[config.mk]
export PLATFORM = sky130hd
export DESIGN_NAME = instr_prefetch_queue
export DESIGN_NICKNAME = d
export VERILOG_FILES = /design/src/rtl/instr_prefetch_queue.sv
export SDC_FILE = /design/constraint.sdc
export NUM_CORES = 1
export LEC_CHECK = 0
export BUFFER_PORTS_ARGS = -buffer_cell sky130_fd_sc_hd__buf_4
export CORE_MARGIN = 3
export CORE_UTILIZATION = 30
export CTS_BUF_LIST = sky130_fd_sc_hd__clkbuf_16
export CTS_CLUSTER_DIAMETER = 100
export DETAILED_ROUTE_END_ITERATION = 12
export GPL_TIMING_DRIVEN = 1
export PLACE_DENSITY_LB_ADDON = 0.25
export SYNTH_ARGS = -nofsm -noshare
export SYNTH_HDL_FRONTEND = slang
export SYNTH_SLANG_ARGS = --single-unit
[constraint.sdc]
create_clock -name clk -period 10.2 [get_ports clk]
set_input_delay 1.02 -clock clk [delete_from_list [all_inputs] [get_ports clk]]
set_output_delay 1.02 -clock clk [all_outputs]
set_load 0.01 [all_outputs]
[src/rtl/instr_prefetch_queue.sv]
// instr_prefetch_queue: instruction fetch front end for the MIPS core.
// Owns the fetch PC, issues one word read at a time to a multi-cycle
// instruction memory over a req/ack handshake, and buffers the returned
// words with their addresses in a small FIFO that decode drains with
// valid/ready. A redirect flushes the queue and discards any in-flight word.
// Optional feature macro: PREFETCH_BYPASS_EN (zero-latency forwarding of an
// acked word straight to the outputs when the queue is empty).
module instr_prefetch_queue #(
  parameter int unsigned DEPTH    = 4,
  parameter logic [31:0] RESET_PC = 32'h0000_0000
) (
  input  logic        clk,
  input  logic        rst,
  input  logic        redirect,
  input  logic [31:0] redirect_pc,
  output logic        mem_req,
  output logic [31:0] mem_addr,
  input  logic        mem_ack,
  input  logic [31:0] mem_rdata,
  output logic        instr_valid,
  output logic [31:0] instr,
  output logic [31:0] instr_pc,
  input  logic        instr_ready
);

  localparam int unsigned PTR_W = (DEPTH > 1) ? $clog2(DEPTH) : 1;
  localparam int unsigned CNT_W = PTR_W + 1;
  localparam logic [CNT_W-1:0] FULL_CNT = CNT_W'(DEPTH);

  typedef enum logic [1:0] {
    IDLE = 2'd0,
    WAIT = 2'd1,
    DROP = 2'd2
  } state_e;

  state_e             state_q, state_d;
  logic [31:0]        fetch_pc_q, fetch_pc_d;
  logic [31:0]        req_addr_q, req_addr_d;
  logic [CNT_W-1:0]   count_q, count_d;
  logic [PTR_W-1:0]   rd_ptr_q, rd_ptr_d;
  logic [PTR_W-1:0]   wr_ptr_q, wr_ptr_d;
  logic [31:0]        instr_mem_q [DEPTH];
  logic [31:0]        pc_mem_q    [DEPTH];

  logic head_valid;
  logic ack_ok;
  logic bypass_taken;
  logic push;
  logic pop;

  // Handshake qualifiers and output selection (queue head, or the live word when bypassing).
  always_comb begin
    head_valid = (count_q != '0);
    ack_ok     = (state_q == WAIT) && mem_ack && !redirect;
`ifdef PREFETCH_BYPASS_EN
    if (ack_ok && !head_valid) begin
      instr_valid  = 1'b1;
      instr        = mem_rdata;
      instr_pc     = req_addr_q;
      bypass_taken = instr_ready;
    end else begin
      instr_valid  = head_valid;
      instr        = instr_mem_q[rd_ptr_q];
      instr_pc     = pc_mem_q[rd_ptr_q];
      bypass_taken = 1'b0;
    end
`else
    instr_valid  = head_valid;
    instr        = instr_mem_q[rd_ptr_q];
    instr_pc     = pc_mem_q[rd_ptr_q];
    bypass_taken = 1'b0;
`endif
    push     = ack_ok && !bypass_taken;
    pop      = head_valid && instr_ready;
    mem_req  = (state_q != IDLE);
    mem_addr = req_addr_q;
  end

  // Next-state logic: request FSM, fetch PC and FIFO bookkeeping; redirect overrides last.
  always_comb begin
    state_d    = state_q;
    fetch_pc_d = fetch_pc_q;
    req_addr_d = req_addr_q;
    count_d    = count_q;
    rd_ptr_d   = rd_ptr_q;
    wr_ptr_d   = wr_ptr_q;

    case (state_q)
      IDLE: begin
        if (!redirect && (count_q < FULL_CNT)) begin
          req_addr_d = fetch_pc_q;
          fetch_pc_d = fetch_pc_q + 32'd4;
          state_d    = WAIT;
        end
      end
      WAIT: begin
        if (mem_ack) begin
          state_d = IDLE;
        end else if (redirect) begin
          state_d = DROP;
        end
      end
      DROP: begin
        if (mem_ack) begin
          state_d = IDLE;
        end
      end
      default: state_d = IDLE;
    endcase

    if (redirect) begin
      fetch_pc_d = redirect_pc & 32'hFFFF_FFFC;
      count_d    = '0;
      rd_ptr_d   = '0;
      wr_ptr_d   = '0;
    end else begin
      if (push) begin
        wr_ptr_d = wr_ptr_q + PTR_W'(1);
      end
      if (pop) begin
        rd_ptr_d = rd_ptr_q + PTR_W'(1);
      end
      case ({push, pop})
        2'b10:   count_d = count_q + CNT_W'(1);
        2'b01:   count_d = count_q - CNT_W'(1);
        default: count_d = count_q;
      endcase
    end
  end

  // Control registers: FSM state, fetch/request addresses, FIFO pointers and count.
  always_ff @(posedge clk) begin
    if (rst) begin
      state_q    <= IDLE;
      fetch_pc_q <= RESET_PC;
      req_addr_q <= RESET_PC;
      count_q    <= '0;
      rd_ptr_q   <= '0;
      wr_ptr_q   <= '0;
    end else begin
      state_q    <= state_d;
      fetch_pc_q <= fetch_pc_d;
      req_addr_q <= req_addr_d;
      count_q    <= count_d;
      rd_ptr_q   <= rd_ptr_d;
      wr_ptr_q   <= wr_ptr_d;
    end
  end

  // FIFO storage: cleared on reset so the head reads as zero, written on each accepted word.
  always_ff @(posedge clk) begin
    if (rst) begin
      for (int i = 0; i < int'(DEPTH); i++) begin
        instr_mem_q[i] <= '0;
        pc_mem_q[i]    <= '0;
      end
    end else if (push) begin
      instr_mem_q[wr_ptr_q] <= mem_rdata;
      pc_mem_q[wr_ptr_q]    <= req_addr_q;
    end
  end

endmodule
==> results of run 1 <==
==> per-stage QoR <==
stage / instances / util (%) / cell area, um2
finish: 1825 / 37.2 / 16500
floorplan: 1066 / - / 13600
global placement: 1758 / 34.6 / 15400
detailed placement: 1758 / 34.6 / 15400
global route: 1825 / 37.2 / 16500
CTS: 1825 / 37.2 / 16500
==> power breakdown <==
group          internal (mW)  total (mW)  switching [mW]  leakage (nW)
logic                 0.0681       0.158          0.0895          2.67
clock network          0.740        1.27           0.528         0.606
registers               1.45        1.48          0.0284          3.15
==> synthesized netlist by cell type, types with 12 or more instances <==
| cell type | n | area, um2 |
|---|---|---|
| sky130_fd_sc_hd__nand4_1 | 13 | 81.3 |
| sky130_fd_sc_hd__clkbuf_1 | 56 | 210 |
| sky130_fd_sc_hd__mux4_2 | 62 | 1400 |
| sky130_fd_sc_hd__dfxtp_1 | 71 | 1420 |
| sky130_fd_sc_hd__inv_1 | 68 | 255 |
| sky130_fd_sc_hd__xor2_1 | 20 | 175 |
| sky130_fd_sc_hd__a211oi_1 | 15 | 113 |
| sky130_fd_sc_hd__nor2_1 | 177 | 664 |
| sky130_fd_sc_hd__nand2_1 | 145 | 544 |
| sky130_fd_sc_hd__and2_1 | 50 | 313 |
| sky130_fd_sc_hd__edfxtp_1 | 248 | 7450 |
| sky130_fd_sc_hd__a21oi_1 | 40 | 200 |
| sky130_fd_sc_hd__nand3_1 | 12 | 60.1 |
==> worst paths after layout <==
check | cells past startpoint | from | end | slack (ns)
max | 3 | flip-flop | instr_pc[18] | 6.32
min | 2 | fetch_pc_q[31] | mem_addr[31] | 0.48
max reg2reg | 5 | count_q[2] | fetch_pc_q[19] | 7.21
min reg2reg | 2 | fetch_pc_q[31] | mem_addr[31] | 0.48
==> cell type report <==
cell class | instances | share of cell area (%)
tap | 592 | 4.49
inverter | 69 | 1.57
sequential | 319 | 53.8
multi-input combinational | 608 | 25.5
clock inverter | 28 | 1.07
timing repair buffer | 170 | 7.73
clock buffer | 39 | 5.91
==> per-layer routing <==
layer | share of wire (%) | vias up | GRT usage (%)
met4 | 1.5 | 0 | 3.50
met3 | 7.0 | 44 | 3.78
met5 | 0 | - | 0
met2 | 46 | 268 | 23.5
met1 | 45 | 4256 | 20.3
li1 | - | 4016 | -
==> worst max-delay path, stage by stage, from the launching register on <==
cell                      delay, ns
sky130_fd_sc_hd__dfxtp_4       0.58
sky130_fd_sc_hd__buf_4         0.84
sky130_fd_sc_hd__mux4_2        0.69
sky130_fd_sc_hd__buf_4         0.18
==> registers in the layout, summed over array words and instances, names as in the netlist, named ones only <==
register / flops
instr_mem_q: 128
pc_mem_q: 120
fetch_pc_q: 30
mem_addr: 30
count_q: 3
rd_ptr_q: 2
state_q: 2
wr_ptr_q: 2
==> kinds of logic (layout without fill, tap and decap cells) <==
logic type                 Yosys count  count (layout)  share of synthesized area [%]
muxes                               65              65                           10.5
xor gates and xnor gates            30              30                           1.94
adders and majority gates            3               3                          0.332
AOI/OAI and AO/OA                   71              71                           3.17
other                                1               4                         0.0277
DFF                                319             319                           65.4
buffers and inverters              139             306                           4.10
and+or+nand+nor                    435             435                           14.5
==> impl_results.md, run 1 <==
- Total power of the final layout: between 2 and 3 mW
- Layout fillers: ~4400
- Worst setup EP type: output pin
- Most used DFF post-synth: sky130_fd_sc_hd__edfxtp_1
- Required time of the worst setup path: a little over 9 ns
- Number of warning messages in the yosys log: 0
- Post-DR wirelength/cell: about 19 um
- EDFF count, synth: roughly 250
- DRT antenna net count: 0
- Instance count of the mapped netlist: approximately 1100
- Cell at the root of the clock tree: sky130_fd_sc_hd__clkbuf_16
- Category of the worst setup path launch point: flip-flop
- Resized cells post-CTS: 0
- Syn Std Cell Area: approximately 14000 um2
- Starting density of the core: between 30% and 40%
- Setup-failing EPs final: 0
- Wire length of the first global-routing pass: between 50000 and 60000 um
- Path type of the worst setup path: flip-flop to output pin
- Worst slew margin relative to its limit: between 20% and 30%
- TritonCTS sink count: 319
- Leakage power of the design: 6.43 nW
- Fraction of the cycle the final worst path needs: 38.1%
- Proportion of synthesized flip-flops having asynchronous set or reset: 0%
- Number of antenna violations at the first check in global routing: 0
- Number of inserted diodes: 0
- Unrepaired setup endpoints after global routing: no
- Final count of hold timing violations: 0
- Slew of the pin with the lowest slew margin: 1.07 ns
- Number of H-tree branching levels: 2
- Clock network latency to the later pin of the worst-skew pair: ~0.54 ns
- Max Fanout on Critical Path: 46
- First-pass iteration count of the detailed router: 5
- Longest Clk Path Bufs: 3
- Worst clock skew on the final layout: around 0.014 ns
- DRC: 0
- Die extent in y: roughly 220 um
- Core Region: 44400 um2
- Die ar.: around 48000 um2
- Top-level port count: around 170
- Overflow left after global routing: 0
- Sum of net half-perimeters after detailed placement: between 15000 and 20000 um
- Vias after detailed routing: 8584
- Top library cells by usage in the layout, fill and taps aside: sky130_fd_sc_hd__edfxtp_1 (248), sky130_fd_sc_hd__nor2_1 (177), sky130_fd_sc_hd__buf_4 (170)
- Synthesis-stage register bit count: roughly 320
- Power per Cell Area: approximately 180 nW/um2
- Number of clock buffers inserted by TritonCTS: 37
- Count of routing violations after the opening detailed-route iteration: around 620
- Multi-input logic area: 4200 um2
- # hold bufs at CTS: 0
- Number of I/O port buffers: 160
- Avg Vias per Cell: ~4.7
- Max capacitance violation total: 0
- TNS Setup: 0 ns
- Clock slew seen by the registers of the worst setup and hold paths: 0.06 ns
- Outcome: complete, no violations
- Share of synthesized area occupied by flip-flops and latches: about two thirds
- CP arrival: around 2.9 ns
- Achievable clock frequency: roughly 260 MHz
- Clock tree from TritonCTS: done
- DP Worst Slack: between 6 and 7 ns
- DRT Wirelength: about 35000 um
- Routability cong.: roughly 0.8
- Layout cell share with drive strength beyond 1: about 24%
- Final worst setup slack: about 6.3 ns
- IR Drop Worst-Case VDD: around 100 uV
- Total routing usage reported by global routing: ~15%
- Worst hold path class: flip-flop to flip-flop
- Netlist cell types: 54
- Number of global-route vias before repair: around 8700
- Largest net degree at the start of global routing: 67
- Cell row count: 77
- Die width: 219 um
- Setup repair bufs after CTS: 0
- Sequential Area: a little under 9000 um2
- Syn_area_per_cell: roughly 13 um2
- Most frequent standard cell in the layout excluding fill and tap cells: sky130_fd_sc_hd__edfxtp_1
- Layout Area Growth over Synthesis: 21.8%
- Number of max-slew violations in the final report: 0
- Final Net Count: 1277
- Clock period minus final worst setup slack: slightly below 4 ns
- Post-route worst hold slack: between 0.4 and 0.5 ns
Note: power is estimated with default switching activity, not from simulation.
==> run 2, diff against run 1 <==
Settings changed: ABC_AREA from default to 1.
Clock period 10.2 ns to 3.7 ns, I/O delays scaled along.
==> impl_results.md, run 2 <==
- Largest net degree at the start of global routing: 67 (unchanged)
- Cell accounting for the most synthesized area: sky130_fd_sc_hd__edfxtp_1
- Number of global-route vias before repair: 10800 (+23%)
- Max capacitance violation total: 0 (unchanged)
- Clock period minus final worst setup slack: around 3.2 ns
- Sum of net half-perimeters after detailed placement: 24900 um (+25%)
- Die extent in y: 226 um (+3.3%)
- Syn_area_per_cell: 9.82 um2 (-23%)
- Cell row count: 79 (+2.6%)
- Number of inserted diodes: 0 (unchanged)
- Slew of the pin with the lowest slew margin: 1.04 ns (-0.0258 ns)
- Share of synthesized area occupied by flip-flops and latches: 61.2% (-4.2 points)
- Proportion of synthesized flip-flops having asynchronous set or reset: 0% (unchanged)
- DRT antenna net count: 0 (unchanged)
- # hold bufs at CTS: 0 (unchanged)
- Category of the worst setup path launch point: flip-flop
- Ranking of synthesized cells by area: sky130_fd_sc_hd__edfxtp_1 (51%), sky130_fd_sc_hd__dfxtp_1 (9.8%), sky130_fd_sc_hd__nor2_1 (8.4%)
- TNS Setup: 0 ns (unchanged)
- Worst hold path class: input pin to flip-flop
- Die width: 226 um (+3.3%)
- Reg with most FFs: instr_mem_q
- Wire length of the first global-routing pass: 63300 um (+19%)
- Most used DFF post-synth: sky130_fd_sc_hd__edfxtp_1
- Clock tree from TritonCTS: done
- Routability cong.: 0.835 (+2.0%)
- DRT Wirelength: 41600 um (+19%)
- R2R Setup Slk: 1.28 ns (-5.93 ns)
- Syn Std Cell Area: 14500 um2 (+6.8%)
- Path type of the worst setup path: flip-flop to output pin
- Cell at the root of the clock tree: sky130_fd_sc_hd__clkbuf_16
- Clock slew seen by the registers of the worst setup and hold paths: 0.06 ns (about the same)
- Number of I/O port buffers: 160 (unchanged)
- IR Drop Worst-Case VDD: 268 uV (+160%)
- Top library cells by usage in the layout, fill and taps aside: sky130_fd_sc_hd__nor2_1 (323), sky130_fd_sc_hd__edfxtp_1 (248), sky130_fd_sc_hd__buf_4 (178)
- Worst clock skew on the final layout: 0.0183 ns (+0.00417 ns)
- Total routing usage reported by global routing: 16.1% (+1.3 points)
- Die ar.: 50900 um2 (+6.6%)
- Leading registers by flop count: instr_mem_q (128), pc_mem_q (120)
- Starting density of the core: 30.7% (+0.19 points)
- TritonCTS sink count: 319 (unchanged)
- Number of antenna violations at the first check in global routing: 0 (unchanged)
- Netlist cell types: 40 (-26%)
- Final std cells w/o fill: 2234 (+22%)
- Worst slew margin relative to its limit: 30.6% (+1.7 points)
- Number of max-slew violations in the final report: 0 (unchanged)
- Outcome: complete, no violations
- Unrepaired setup endpoints after global routing: no
- Layout cell share with drive strength beyond 1: 19.5% (-4.9 points)
- Top-level port count: 167 (unchanged)
- Worst setup EP type: output pin
- Core Region: 47100 um2 (+6.2%)
- Most frequent standard cell in the layout excluding fill and tap cells: sky130_fd_sc_hd__nor2_1
- Top-area cell type share of the netlist area: 51.4% (-3.5 points)
- Post-DR wirelength/cell: 18.6 um (-2.9%)
- Placed cells: 2168 (+23%)
- Number of H-tree branching levels: 2 (unchanged)
- Synthesis-stage register bit count: 319 (unchanged)
- Layout fillers: 4740 (+8.7%)
- Post-route worst hold slack: 0.0475 ns (-0.437 ns)
- Clock network latency to the later pin of the worst-skew pair: 0.53 ns (about the same)
- Number of clock buffers inserted by TritonCTS: 37 (unchanged)
- Leading cell type by number of instances after synthesis: sky130_fd_sc_hd__nor2_1
- Flip-flop count of the largest register after layout: 128 (unchanged)
- Fraction of the cycle the final worst path needs: ~86%
- Max Fanout on Critical Path: 60 (+30%)
- Longest Clk Path Bufs: 3 (unchanged)
- Setup repair bufs after CTS: 0 (unchanged)
- Count of routing violations after the opening detailed-route iteration: 835 (+36%)
- Total power of the final layout: 8.07 mW (+180%)
- Leakage power of the design: 6.63 nW (+3.2%)
- Resized cells post-CTS: 0 (unchanged)
- Overflow left after global routing: 0 (unchanged)
- Commonest cells post-synth: sky130_fd_sc_hd__nor2_1 (323), sky130_fd_sc_hd__edfxtp_1 (248), sky130_fd_sc_hd__o21ai_0 (169)
- Final count of hold timing violations: 0 (unchanged)
- Avg Vias per Cell: 4.87 (+3.6%)
- EDFF count, synth: 248 (unchanged)
- Achievable clock frequency: 315 MHz
- Layout Area Growth over Synthesis: 19.7%
- DRC: 0 (unchanged)
- CP arrival: 2.81 ns (-0.05 ns)
- Final Net Count: 1672 (+31%)
- Required time of the worst setup path: 3.33 ns (-5.85 ns)
- Setup-failing EPs final: 0 (unchanged)
- Vias after detailed routing: 10900 (+27%)
- Instance count of the mapped netlist: 1475 (+39%)
- Power per Cell Area: 465 nW/um2 (+160%)
- First-pass iteration count of the detailed router: 7 (+2)
- Number of warning messages in the yosys log: 0 (unchanged)
-- run 2: changes by cell type in the layout (fill, tap and decap cells not counted), sizes merged, moves of 13 or more --
cell,previous run,this run
nand3,13,37
and2,50,0
xor2,20,1
nor3,7,99
inv,79,141
mux4,62,0
o21ai,3,169
buf,170,183
nand2,145,132
nor2,177,336
o22ai,1,63
-- run 2: layer usage --
metal / track usage (%) / up-vias / part of all wire (%)
met5: 0 / - / 0
met4: 3.61 / 0 / 1.5
met3: 2.81 / 52 / 5.2
met2: 26.8 / 266 / 47
met1: 22.0 / 5258 / 46
li1: - / 5305 / -
-- run 2: kinds of logic (layout without fill, tap and decap cells) --
family                     count (synthesis)  after routing  share of synthesized area, %
and+or+nand+nor                          612            612                          19.7
DFF                                      319            319                          61.2
AOI/OAI and AO/OA                        309            309                          11.7
buffers and inverters                    230            379                          6.93
adders and majority gates                  3              3                         0.311
other                                      1              4                        0.0259
xor gates and xnor gates                   1              1                        0.0605
-- run 2: critical path, cell delays in order, from the launching register on --
cell                      delay, ns
sky130_fd_sc_hd__dfxtp_4       0.55
sky130_fd_sc_hd__inv_4         0.57
sky130_fd_sc_hd__buf_4         0.56
sky130_fd_sc_hd__o21ai_0       0.16
sky130_fd_sc_hd__o22ai_1       0.23
sky130_fd_sc_hd__buf_4         0.18
-- run 2: area by class of cell --
class | count | area, um2 | share of cell area (%)
clock buffers | 39 | 976 | 5.63
inverters | 130 | 497 | 2.87
multi-input cells | 929 | 4670 | 27.0
clock inverters | 27 | 118 | 0.679
well taps | 607 | 759 | 4.38
flip-flops and latches | 319 | 8870 | 51.2
repair buffers | 183 | 1440 | 8.29
-- run 2: final timing paths --
kind,from,to,depth (start not counted)
min reg2reg,state_q[0],state_q[1],1
max reg2reg,state_q[0],instr_mem_q[1][30],7
min,mem_ack,state_q[1],2
max,flip-flop,instr[25],5
-- run 2: metrics by stage --
stage | setup slack [ns] | util (%) | cell area [um2]
floorplan | -0.387 | - | 14500
global placement | 1.04 | 34.4 | 16200
detailed placement | 1.00 | 34.4 | 16200
CTS | 0.458 | 36.8 | 17300
global route | 0.290 | 36.8 | 17300
finish | 0.523 | 36.8 | 17300
-- run 2: report_power, final --
group | switching [mW] | total (mW) | leakage [nW] | internal, mW
Clock | 1.47 | 3.36 | 0.584 | 1.90
Combinational | 0.398 | 0.617 | 2.91 | 0.219
Sequential | 0.0797 | 4.09 | 3.14 | 4.01
Total | 1.94 | 8.07 | 6.63 | 6.12
==> run 3, diff against run 2 <==
Settings changed: PLACE_DENSITY_LB_ADDON 0.25 to 0.1.
==> impl_results.md, run 3 (synthesis results as in run 2) <==
- Starting density of the core: 30.7% (unchanged)
- Cell at the root of the clock tree: sky130_fd_sc_hd__clkbuf_16
- Clock period minus final worst setup slack: 2.85 ns (-0.328 ns)
- Longest Clk Path Bufs: 3 (unchanged)
- Number of max-slew violations in the final report: 0 (unchanged)
- Portion of total power attributed to combinational logic: 7.3% (-0.3 points)
- Outcome: complete, no violations
- Die ar.: 50900 um2 (unchanged)
- Utilization after layout: 37.1% (+0.37 points)
- IR Drop Worst-Case VDD: 257 uV (-4.1%)
- Max capacitance violation total: 0 (unchanged)
- Sequential Area: 8870 um2 (unchanged)
- Core Region: 47100 um2 (unchanged)
- Worst clock skew on the final layout: 0.0199 ns (+0.00165 ns)
- Startpoint of the lowest-slack hold path: redirect_pc[5]
- Clock network power share: 44.3% (+2.6 points)
- Number of global-route vias before repair: 10700 (-0.25%)
- DRT antenna net count: 0 (unchanged)
- Cell row count: 79 (unchanged)
- Number of clock buffers inserted by TritonCTS: 39 (+5.4%)
- Path type of the worst setup path: flip-flop to output pin
- Unrepaired setup endpoints after global routing: no
- Area of all placed cells without fillers: 17500 um2 (+1.0%)
- Fraction of power consumed by sequential logic: 48.4% (-2.3 points)
- Top-level port count: 167 (unchanged)
- Post-DR wirelength/cell: 19.3 um (+3.5%)
- Leading registers by flop count: instr_mem_q (128), pc_mem_q (120)
- Internal cell power: 6.48 mW (+5.8%)
- Slew of the pin with the lowest slew margin: 1.11 ns (+0.0734 ns)
- DP Worst Slack: 1.08 ns (+0.0787 ns)
- TritonCTS sink count: 319 (unchanged)
- First-pass iteration count of the detailed router: 5 (-2)
- Die extent in y: 226 um (unchanged)
- Required time of the worst setup path: 3.33 ns (about the same)
- Final count of hold timing violations: 0 (unchanged)
- Clock slew seen by the registers of the worst setup and hold paths: 0.06 ns (about the same)
- Final std cells w/o fill: 2237 (+0.13%)
- Final Net Count: 1673 (+0.060%)
- Layout fillers: 4768 (+0.59%)
- Most frequent standard cell in the layout excluding fill and tap cells: sky130_fd_sc_hd__nor2_1
- Layout cell share with drive strength beyond 1: 19.4% (-0.16 points)
- Sum of net half-perimeters after detailed placement: 25500 um (+2.4%)
- Endpoint, Worst Hold: fetch_pc_q[5]
- CP arrival: 2.48 ns (-0.33 ns)
- Reg with most FFs: instr_mem_q
- Count of routing violations after the opening detailed-route iteration: 690 (-17%)
- Number of I/O port buffers: 160 (unchanged)
- Switching part of the total power: 23.3% (-0.75 points)
- Fraction of the cycle the final worst path needs: 77.0% (-8.9 points)
- DRC: 0 (unchanged)
- Number of inserted diodes: 0 (unchanged)
- Layout Area Growth over Synthesis: 20.9%
- Clock tree from TritonCTS: done
- Multi-input logic area: 4670 um2 (unchanged)
- Setup-failing EPs final: 0 (unchanged)
- Leakage power of the design: 6.69 nW (+0.89%)
- Wire length of the first global-routing pass: 65500 um (+3.5%)
- Clock network latency to the later pin of the worst-skew pair: 0.54 ns (about the same)
- Total routing usage reported by global routing: 16.8% (+0.74 points)
- Routability cong.: 0.780 (-6.6%)
- Power per Cell Area: 483 nW/um2 (+3.8%)
- Max Fanout on Critical Path: 46 (-23%)
- Placed cells: 2166 (-0.092%)
- Avg Vias per Cell: 4.83 (-0.90%)
- Placement Cell Area: 16300 um2 (+0.14%)
- R2R depth: 7 (unchanged)
- Worst setup EP type: output pin
- Reg-to-reg critical path endpoint: instr_mem_q[1][18]
- Die width: 226 um (unchanged)
- Hold Path Cell Cnt: 3 (+1)
- Largest net degree at the start of global routing: 85 (+27%)
- Resized cells post-CTS: 0 (unchanged)
- Top library cells by usage in the layout, fill and taps aside: sky130_fd_sc_hd__nor2_1 (323), sky130_fd_sc_hd__edfxtp_1 (248), sky130_fd_sc_hd__buf_4 (173)
- DRT Wirelength: 43100 um (+3.7%)
- R2R Setup Slk: 1.17 ns (-0.11 ns)
- Flip-flop count of the largest register after layout: 128 (unchanged)
- Number of antenna violations at the first check in global routing: 0 (unchanged)
- Worst slew margin relative to its limit: 25.7% (-4.9 points)
- Source of the worst register-to-register timing path: state_q[0]
- Overflow left after global routing: 0 (unchanged)
- Vias after detailed routing: 10800 (-0.76%)
- Worst hold path class: input pin to flip-flop
- Category of the worst setup path launch point: flip-flop
- Final worst setup slack: 0.851 ns (+0.328 ns)
- NetSw: 1.97 mW (+1.5%)
- Achievable clock frequency: 351 MHz (+12%)
- Number of H-tree branching levels: 2 (unchanged)
## run 3: changes by cell type in the layout (fill, tap and decap cells not counted)
cell,before,now
sky130_fd_sc_hd__buf_12,5,8
sky130_fd_sc_hd__buf_4,178,173
sky130_fd_sc_hd__bufinv_16,0,5
sky130_fd_sc_hd__clkinv_1,8,15
sky130_fd_sc_hd__clkinv_2,7,2
sky130_fd_sc_hd__dlygate4sd3_1,0,1
sky130_fd_sc_hd__inv_1,133,130
## run 3: critical path, cell delays in order, from the launching register on
cell	delay (ns)
sky130_fd_sc_hd__dfxtp_4	0.49
sky130_fd_sc_hd__inv_4	0.45
sky130_fd_sc_hd__buf_4	0.37
sky130_fd_sc_hd__o21ai_0	0.12
sky130_fd_sc_hd__o22ai_1	0.26
sky130_fd_sc_hd__buf_4	0.18
## run 3: worst max-delay path by stage
stage / start / end / cells past startpoint
4_1_cts: flip-flop / instr_pc[29] / 5
5_1_grt: flip-flop / instr_pc[29] / 5
3_3_place_gp: state_q[0] / instr_mem_q[1][22] / 7
6_report: flip-flop / instr[8] / 5
3_5_place_dp: state_q[0] / instr_mem_q[1][22] / 7
2_1_floorplan: state_q[0] / instr_mem_q[0][0] / 6
## run 3: area by class of cell
class,instances,area share [%]
Inverter,130,2.84
Sequential cell,319,50.7
Tap cell,607,4.34
Multi-Input combinational cell,929,26.7
Clock buffer,39,5.58
Timing Repair Buffer,182,8.39
Clock inverter,31,1.47
## run 3: timing repair
| action | 4_1_cts | 5_1_grt |
|---|---|---|
| endpoints found under the hold margin | 1 | 0 |
| hold buffers | 1 | 0 |
| buffers inserted | 0 | 0 |
## run 3: power groups by stage
stage          clock, mW  sequential (mW)  combinational (mW)
6_report            3.75             4.09               0.617
5_1_grt             4.01             4.10               0.685
4_1_cts             3.86             4.09               0.634
3_5_place_dp           0             4.16               0.631
3_3_place_gp           0             4.16               0.631
2_1_floorplan          0             4.16               0.317
## run 3: through the flow
stage	TNS [ns]	hold slack, ns	power [mW]
after global routing	0	0.0668	8.80
after floorplan	-48.02	0.436	4.48
final	0	0.0577	8.45
after detailed placement	0	0.461	4.80
after global placement	0	0.452	4.79
after CTS	0	0.0169	8.58
## run 3: metal layers
layer / track usage [%] / routed length, um / share of wire, %
met1: 23.2 / 20200 / 47
met2: 27.6 / 20200 / 47
met3: 2.95 / 1860 / 4.3
met4: 4.37 / 812 / 1.9
met5: 0 / 0 / 0
